--- src/rtl/timer_mmio.sv ---
// timer_mmio: memory-mapped down-counting timer with 8-bit prescaler,
// auto-reload and level interrupt.
// Ports:
//   clk        - clock, all state updates on the rising edge
//   reset_n    - asynchronous active-low reset
//   WEtimer    - store enable for the timer window
//   DataAdr    - byte address of the current load/store
//   WriteData  - store data
//   ReadData   - combinational load data (timer leg of the read mux)
//   irq        - level interrupt, STATUS.EXP & CTRL.IE
module timer_mmio #(
   parameter int unsigned   N    = 32,
   parameter logic [N-1:0]  BASE = N'(32'h5200)
) (
   input  logic         clk,
   input  logic         reset_n,
   input  logic         WEtimer,
   input  logic [N-1:0] DataAdr,
   input  logic [N-1:0] WriteData,
   output logic [N-1:0] ReadData,
   output logic         irq
);

   localparam int unsigned PW = 8;

   localparam logic [N-1:0] ADR_CTRL   = BASE;
   localparam logic [N-1:0] ADR_LOAD   = BASE + N'(4);
   localparam logic [N-1:0] ADR_COUNT  = BASE + N'(8);
   localparam logic [N-1:0] ADR_STATUS = BASE + N'(12);
   localparam logic [N-1:0] ADR_PRESC  = BASE + N'(16);

   typedef enum logic [1:0] {IDLE = 2'd0, RUN = 2'd1, DONE = 2'd2} state_t;

   state_t          state, state_nxt;
   logic            ar, ie, expf;
   logic [N-1:0]    load, count;
   logic [PW-1:0]   presc, pc;

   logic            wr_ok, wr_ctrl, wr_load, wr_status, wr_presc;
   logic            en_wr, dis_wr;
   logic            start_c, run_c, tick_c, expire_c;

   // Write decode: aligned, enabled stores to a mapped register only
   assign wr_ok     = WEtimer && (DataAdr[1:0] == 2'b00);
   assign wr_ctrl   = wr_ok && (DataAdr == ADR_CTRL);
   assign wr_load   = wr_ok && (DataAdr == ADR_LOAD);
   assign wr_status = wr_ok && (DataAdr == ADR_STATUS);
   assign wr_presc  = wr_ok && (DataAdr == ADR_PRESC);
   assign en_wr     = wr_ctrl &&  WriteData[0];
   assign dis_wr    = wr_ctrl && !WriteData[0];

   // State register
   always_ff @(posedge clk or negedge reset_n) begin
      if (!reset_n) state <= IDLE;
      else          state <= state_nxt;
   end

   // Next-state logic
   always_comb begin
      state_nxt = state;
      case (state)
         IDLE, DONE: if (en_wr) state_nxt = RUN;
         RUN: begin
            if (dis_wr)                state_nxt = IDLE;
            else if (expire_c && !ar)  state_nxt = DONE;
         end
         default: state_nxt = IDLE;
      endcase
   end

   // Control strobes; a disabling write freezes COUNT/PC on that same edge
   always_comb begin
      start_c  = 1'b0;
      run_c    = 1'b0;
      tick_c   = 1'b0;
      expire_c = 1'b0;
      case (state)
         IDLE, DONE: start_c = en_wr;
         RUN: begin
            run_c    = !dis_wr;
            tick_c   = !dis_wr && (pc == presc);
            expire_c = !dis_wr && (pc == presc) && (count == '0);
         end
         default: ;
      endcase
   end

   // Configuration registers
   always_ff @(posedge clk or negedge reset_n) begin
      if (!reset_n) begin
         ar    <= 1'b0;
         ie    <= 1'b0;
         load  <= '0;
         presc <= '0;
      end else begin
         if (wr_ctrl) begin
            ar <= WriteData[1];
            ie <= WriteData[2];
         end
         if (wr_load)  load  <= WriteData;
         if (wr_presc) presc <= WriteData[PW-1:0];
      end
   end

   // Counter and prescaler; PC wraps at 8 bits if PRESC drops below it
   always_ff @(posedge clk or negedge reset_n) begin
      if (!reset_n) begin
         count <= '0;
         pc    <= '0;
      end else if (start_c) begin
         count <= load;
         pc    <= '0;
      end else if (run_c) begin
         pc <= tick_c ? '0 : pc + PW'(1);
         if (tick_c) begin
            if (count != '0) count <= count - N'(1);
            else if (ar)     count <= load;
         end
      end
   end

   // Expiry flag; a set in the same cycle as a W1C clear wins
   always_ff @(posedge clk or negedge reset_n) begin
      if (!reset_n)                         expf <= 1'b0;
      else if (expire_c)                    expf <= 1'b1;
      else if (wr_status && WriteData[0])   expf <= 1'b0;
   end

   assign irq = expf & ie;

   // Read mux; EN is derived from the running state
   always_comb begin
      ReadData = '0;
      if (DataAdr[1:0] == 2'b00) begin
         if      (DataAdr == ADR_CTRL)   ReadData = N'({ie, ar, (state == RUN)});
         else if (DataAdr == ADR_LOAD)   ReadData = load;
         else if (DataAdr == ADR_COUNT)  ReadData = count;
         else if (DataAdr == ADR_STATUS) ReadData = N'(expf);
         else if (DataAdr == ADR_PRESC)  ReadData = N'(presc);
      end
   end

endmodule

--- config.mk ---
export PLATFORM = sky130hd
export DESIGN_NAME = timer_mmio
export DESIGN_NICKNAME = d
export VERILOG_FILES = /design/src/rtl/timer_mmio.sv
export SDC_FILE = /design/constraint.sdc
export NUM_CORES = 1
export LEC_CHECK = 0
export BUFFER_PORTS_ARGS = -buffer_cell sky130_fd_sc_hd__buf_2
export CAP_MARGIN = 20
export CORE_MARGIN = 2
export CORE_UTILIZATION = 40
export CTS_BUF_LIST = sky130_fd_sc_hd__clkbuf_4
export DETAILED_ROUTE_END_ITERATION = 12
export GPL_ROUTABILITY_DRIVEN = 1
export GPL_TIMING_DRIVEN = 0
export SLEW_MARGIN = 0
export SYNTH_ARGS = -nofsm -noshare
export SYNTH_HDL_FRONTEND = slang
export SYNTH_SLANG_ARGS = --single-unit
--- constraint.sdc ---
create_clock -name clk -period 2.58 [get_ports clk]
set_input_delay 0.258 -clock clk [delete_from_list [all_inputs] [get_ports clk]]
set_output_delay 0.258 -clock clk [all_outputs]
set_load 0.005 [all_outputs]
; Word level (Yosys, flattened, before mapping)
; Cells that the tools add are included.
[op_classes]
n_addsub = 2
mux = 24
eq_ne = 10
bitwise = 1
n_reduce_logical = 25
[op_table]
columns = op, n
row1 = $mux 32, 9
row2 = $eq 32x15->1 const B, 5
row3 = $mux 8, 5
row4 = $logic_not 32->1, 1
row5 = $reduce_bool 32->1, 1
row6 = $sub 32x1->32 const B, 1
row7 = $logic_and 1x1->1, 11
row8 = $add 8x1->8 const B, 1
row9 = $eq 8x8->1, 1
row10 = $mux 1, 6
row11 = $mux 2, 3
row12 = $reduce_bool 2->1, 3
row13 = $logic_not 2->1, 2
row14 = $pmux 2 s2, 1
row15 = $logic_not 1->1, 3
row16 = $ne 3x3->1 const B, 1
row17 = $reduce_and 3->1, 1
row18 = $reduce_bool 3->1, 1
row19 = $eq 2x1->1 const B, 1
row20 = $eq 2x2->1 const B, 1
row21 = $ne 2x2->1 const B, 1
row22 = $reduce_and 2->1, 1
row23 = $reduce_or 2->1, 1
row24 = $and 1x1->1, 1
[totals]
regBits = 85
output_inout_bits = 33
word_cells = 70
in_bits = 67

; Depth between registers and ports, before layout
[depth]
word_depth = 12
depth_mapped = 11
ltp_nobuf = 9

; Worst setup path before layout
; Ideal clock, no wire load.
[synth_path]
kind = input-to-reg
startpoint = in DataAdr[8]
endpoint = reg count[25]
arrival_ps = 2669
path_buffers = 1
setup_slack_ps = -212
path_stages = 8
setup_time_ps = 123
t_required_ps = 2457
cell_sequence = or4b_4 > or4_4 > or4_4 > and2_4 > a31o_4 > buf_6 > a22oi_2 > nand2_1
[synth_via]
elab_chain_len = 8
elab_cells_between_ends = 14
classes_between = 1 x eq/ne / 4 x mux / 9 x reduce/logical
[synth_rtl]
columns = item, line_no
row1 = "start, declared", 18  ; input logic [N-1:0] DataAdr,
row2 = $eq 32x15->1 (*), 45  ; assign wr_ctrl = wr_ok && (DataAdr == ADR_CTRL);
row3 = $logic_and 1x1->1 (*), 45
row4 = $logic_and 1x1->1, 50  ; assign dis_wr = wr_ctrl && !WriteData[0];
row5 = $logic_not 1->1, "80, 81"
row6 = $logic_and 1x1->1, 81  ; tick_c = !dis_wr && (pc == presc);
row7 = $mux 1, 77  ; case (state)
row8 = $reduce_bool 2->1 (no line), n/a
row9 = $reduce_and 3->1 (no line), n/a
row10 = "end signal, assigned", 111  ; count <= load;
row11 = "end signal, assigned", 116  ; if (count != '0) count <= count - N'(1);
row12 = "end signal, assigned", 117  ; else if (ar) count <= load;
row13 = "end, declared", 36  ; logic [N-1:0] load, count;
; Every way passes the cells marked *; elsewhere a longest branch is shown, timed or not.
; A chain may end at the register's enable or synchronous reset.

; Worst setup path after layout
[layout_path]
startpoint = in DataAdr[13]
endpoint = out ReadData[2]
[layout_via]
elab_chain_len = 7
elab_cells_between_ends = 11
classes_between = 5 x eq/ne / 6 x mux
[layout_rtl]
columns = item, line_no
row1 = $eq 32x15->1, 139  ; else if (DataAdr == ADR_PRESC) ReadData = N'(presc);
row2 = $mux 8, 139
row3 = $mux 8, 138  ; else if (DataAdr == ADR_STATUS) ReadData = N'(expf);
row4 = $mux 32, 137  ; else if (DataAdr == ADR_COUNT) ReadData = count;
row5 = $mux 32, 136  ; else if (DataAdr == ADR_LOAD) ReadData = load;
row6 = $mux 32 (*), 135  ; if (DataAdr == ADR_CTRL) ReadData = N'({ie, ar, (state == RUN)});
row7 = $mux 32 (*), 134  ; if (DataAdr[1:0] == 2'b00) begin
row8 = "end, declared", 20  ; output logic [N-1:0] ReadData,
; Marks and branches as above.

==> results.py <==
metrics = {
    "run_status": {
        "status": "complete, but fails checks",
        "failed_checks": "negative setup slack",
    },
    "sta": {
        "finalCritPeriodShare": 1.03,
        "drv_slew": 0,
        "worst_pin_slew_ps": 591,
        "hold_violations": 0,
        "skew_ps": 24.6,
        "max_slew_margin": 0.603,
        "min_period_ps": 2650,
        "setup_ws_ps": -73.0,
        "timing.fmax_ghz": 0.377,
        "setup_violations": 32,
        "timing.hold.ws_ps": 22.2,
        "rsz0062_at_grt": "yes",
    },
    "routing": {
        "ant_nets": 0,
        "wl_per_cell_um": 18.6,
        "totalWireLength_mm": 16.2,
        "vias": 5024,
        "drtPass1Iterations": 5,
        "drc_errors": 0,
        "first_iter_violations": 463,
        "vias_per_cell": 5.77,
    },
    "worst_setup_path": {
        "slowest_delay_ps": 520,
        "crit_path_start_kind": "primary input",
        "crit_slowest_cell": "or4b_4",
        "crit_fanout": 10,
        "cp_cell_sequence": "buf_6, or4b_4, or4_4, nor3_4, nand2_2, nor2_4, buf_8, a222oi_1, nand2_1, buf_2",
        "crit_required_ps": 2320,
        "critPathKind": "in -> out",
        "r2r-end": "count[8]$_DFFE_PN0P_",
        "cp_num_buf_inv": 3,
        "path_delay_family": "simple AND/OR/NAND/NOR gates",
        "worst_r2r_path_depth": 9,
        "cp-end-kind": "primary output",
        "ff2ff_setup_slack_ps": 20,
        "cp.arrival_ps": 2390,
        "reg2reg_from": "count[21]$_DFFE_PN0P_",
    },
    "logic_synthesis": {
        "synth_common_cells": "85 x dfrtp_1, 44 x nand2_1, 43 x mux2_2",
        "yosysMostFrequentCell": "dfrtp_1",
        "synth.top_cell.area_share": 0.425,
        "ys_seq_area_frac": 0.425,
        "yosys_warnings": 0,
        "synthCells": 524,
        "synth_top_area_cell": "dfrtp_1",
        "synth_area_um2": 5000,
        "synth.area.top_cells": "dfrtp_1 43%, mux2_2 9.7%, a22o_1 4.6%",
        "syn_avg_cell_area_um2": 9.54,
        "synth_nets": 594,
        "synthArstFlopShare": 1.00,
        "synth-edff-count": 0,
        "synthDistinctLibCells": 63,
        "dominantRegCellSynth": "dfrtp_1",
        "synth_seq_cells": 85,
    },
    "power": {
        "p_leak_nw": 3.34,
        "power.total_w": 0.00216,
        "vdd_ir_drop_max_mv": 0.251,
        "pwr_density_cell_nw_per_um2": 316,
    },
    "global_routing": {
        "first_global_vias": 4845,
        "antenna_found_initial": 0,
        "grt_overflow": 0,
        "grt_pass1_wl_mm": 25.5,
        "track_usage": 0.249,
        "grt_max_degree": 46,
    },
    "cts": {
        "numCtsBuffers": 9,
        "cts.sinks": 85,
        "root_buffer": "clkbuf_4",
        "clock_path_buffers": 2,
        "cts_tree": "built",
        "h-tree-depth": 3,
        "clock_latency_ps": 490,
        "clk_pin_slew_ps": 110,
    },
    "placement": {
        "gp_congestion": 0.932,
        "placed_area_um2": 5750,
        "hpwl_mm": 11.2,
        "io_buffer_count": 99,
        "dp.cells": 792,
    },
    "flow_run": {
        "drv_cap": 0,
    },
    "layout": {
        "drive_gt1_frac": 0.404,
        "n_antenna_cell": 0,
        "final_area_um2": 6830,
        "synthToLayoutAreaGrowth_pct": 36.7,
        "nets": 768,
        "post-route-util": 0.564,
        "stdcell_count": 871,
    },
    "floorplanning": {
        "dieArea_um2": 13400,
        "start_util": 0.413,
        "ioPinCount": 100,
        "die-width_um": 116,
        "die_height_um": 116,
        "num_rows": 40,
        "coreArea_um2": 12100,
    },
    "hold_path": {
        "whs_endpoint": "presc[4]$_DFFE_PN0P_",
        "whs_path_depth": 2,
        "hold_start": "WriteData[4]",
        "hold_path_class": "in -> reg",
    },
}
## through the flow
| stage | TNS [ps] | setup WS, ps |
|---|---|---|
| 2_1_floorplan | -328 | -71.3 |
| 3_3_place_gp | -56960 | -977 |
| 3_5_place_dp | -62000 | -990 |
| 4_1_cts | -1710 | -76.5 |
| 5_1_grt | -5790 | -207 |
| 6_report | -1620 | -73.0 |
## cell usage in the layout, fill, tap and decap left out, types with 18 or more instances in the layout
| cell | n |
|---|---|
| a21oi_1 | 22 |
| o21ai_0 | 20 |
| buf_4 | 45 |
| dfrtp_1 | 77 |
| buf_2 | 100 |
| nor2_1 | 37 |
| dlygate4sd3_1 | 26 |
| nor3_1 | 18 |
| nand2_1 | 40 |
| a22o_1 | 26 |
| mux2_2 | 43 |
## power breakdown
group	total, W	switching (W)	leakage, nW	internal [W]
Combinational	0.000129	0.0000554	2.10	0.0000733
Sequential	0.00133	0.0000000000140	1.17	0.00133
Clock	0.000700	0.000466	0.0669	0.000235
## how the worst max path moves through the flow
stage,start,to,slack [ps],cells after the start
floorplan,DataAdr[8],count[22]$_DFFE_PN0P_,-70,8
global placement,count[14]$_DFFE_PN0P_,count[4]$_DFFE_PN0P_,-980,8
global route,DataAdr[13],ReadData[20],-210,9
detailed placement,count[14]$_DFFE_PN0P_,count[4]$_DFFE_PN0P_,-990,8
finish,DataAdr[13],ReadData[2],-70,10
CTS,DataAdr[13],ReadData[6],-80,10
## registers in the layout, indices dropped and copies added (netlist names)
signal / count
state: 2
load: 32
pc: 8
count: 32
ie: 1
expf: 1
ar: 1
presc: 8
## cell type report
type	count	area (um^2)
well taps	168	210
plain buffers	25	244
flip-flops and latches	85	2140
clock inverters	3	12.5
repair buffers	168	1120
fillers	1102	5280
clock buffers	13	97.6
multi-input cells	399	2980
inverters	10	37.5
## kinds of logic after synthesis
| kind of cell | share of synthesized area |
|---|---|
| AO/OA/AOI/OAI | 0.199 |
| XOR/XNOR | 0.0175 |
| adder cells (fa/ha/maj) | 0.00751 |
| buffers and inverters | 0.0345 |
| flip-flops | 0.425 |
| multiplexers | 0.105 |
| AND/OR/NAND/NOR | 0.212 |
## metal layers
layer | track usage | wire length [um] | vias up
met5 | 0 | 0 | -
met4 | 0.111 | 589 | 0
met3 | 0.0455 | 1400 | 48
met2 | 0.402 | 7490 | 252
met1 | 0.329 | 6710 | 2394
li1 | - | - | 2330
## worst register-to-register path, delay by kind of cell (launching register included)
kind | cells | cell delay (ps)
compound gates | 2 | 260
buf+inv | 2 | 500
flops | 1 | 480
simple gates | 5 | 1200
## repair_timing
action / in CTS / in global routing
setup buffers: 18 / 23
hold buffers: 25 / 1
endpoints found under the hold margin: 66 / 1
resized for setup: 65 / 43
pin swaps: 20 / 21
endpoints found under the setup margin: 66 / 82
cloned: 1 / 0
(Power assumes the default switching activity.)
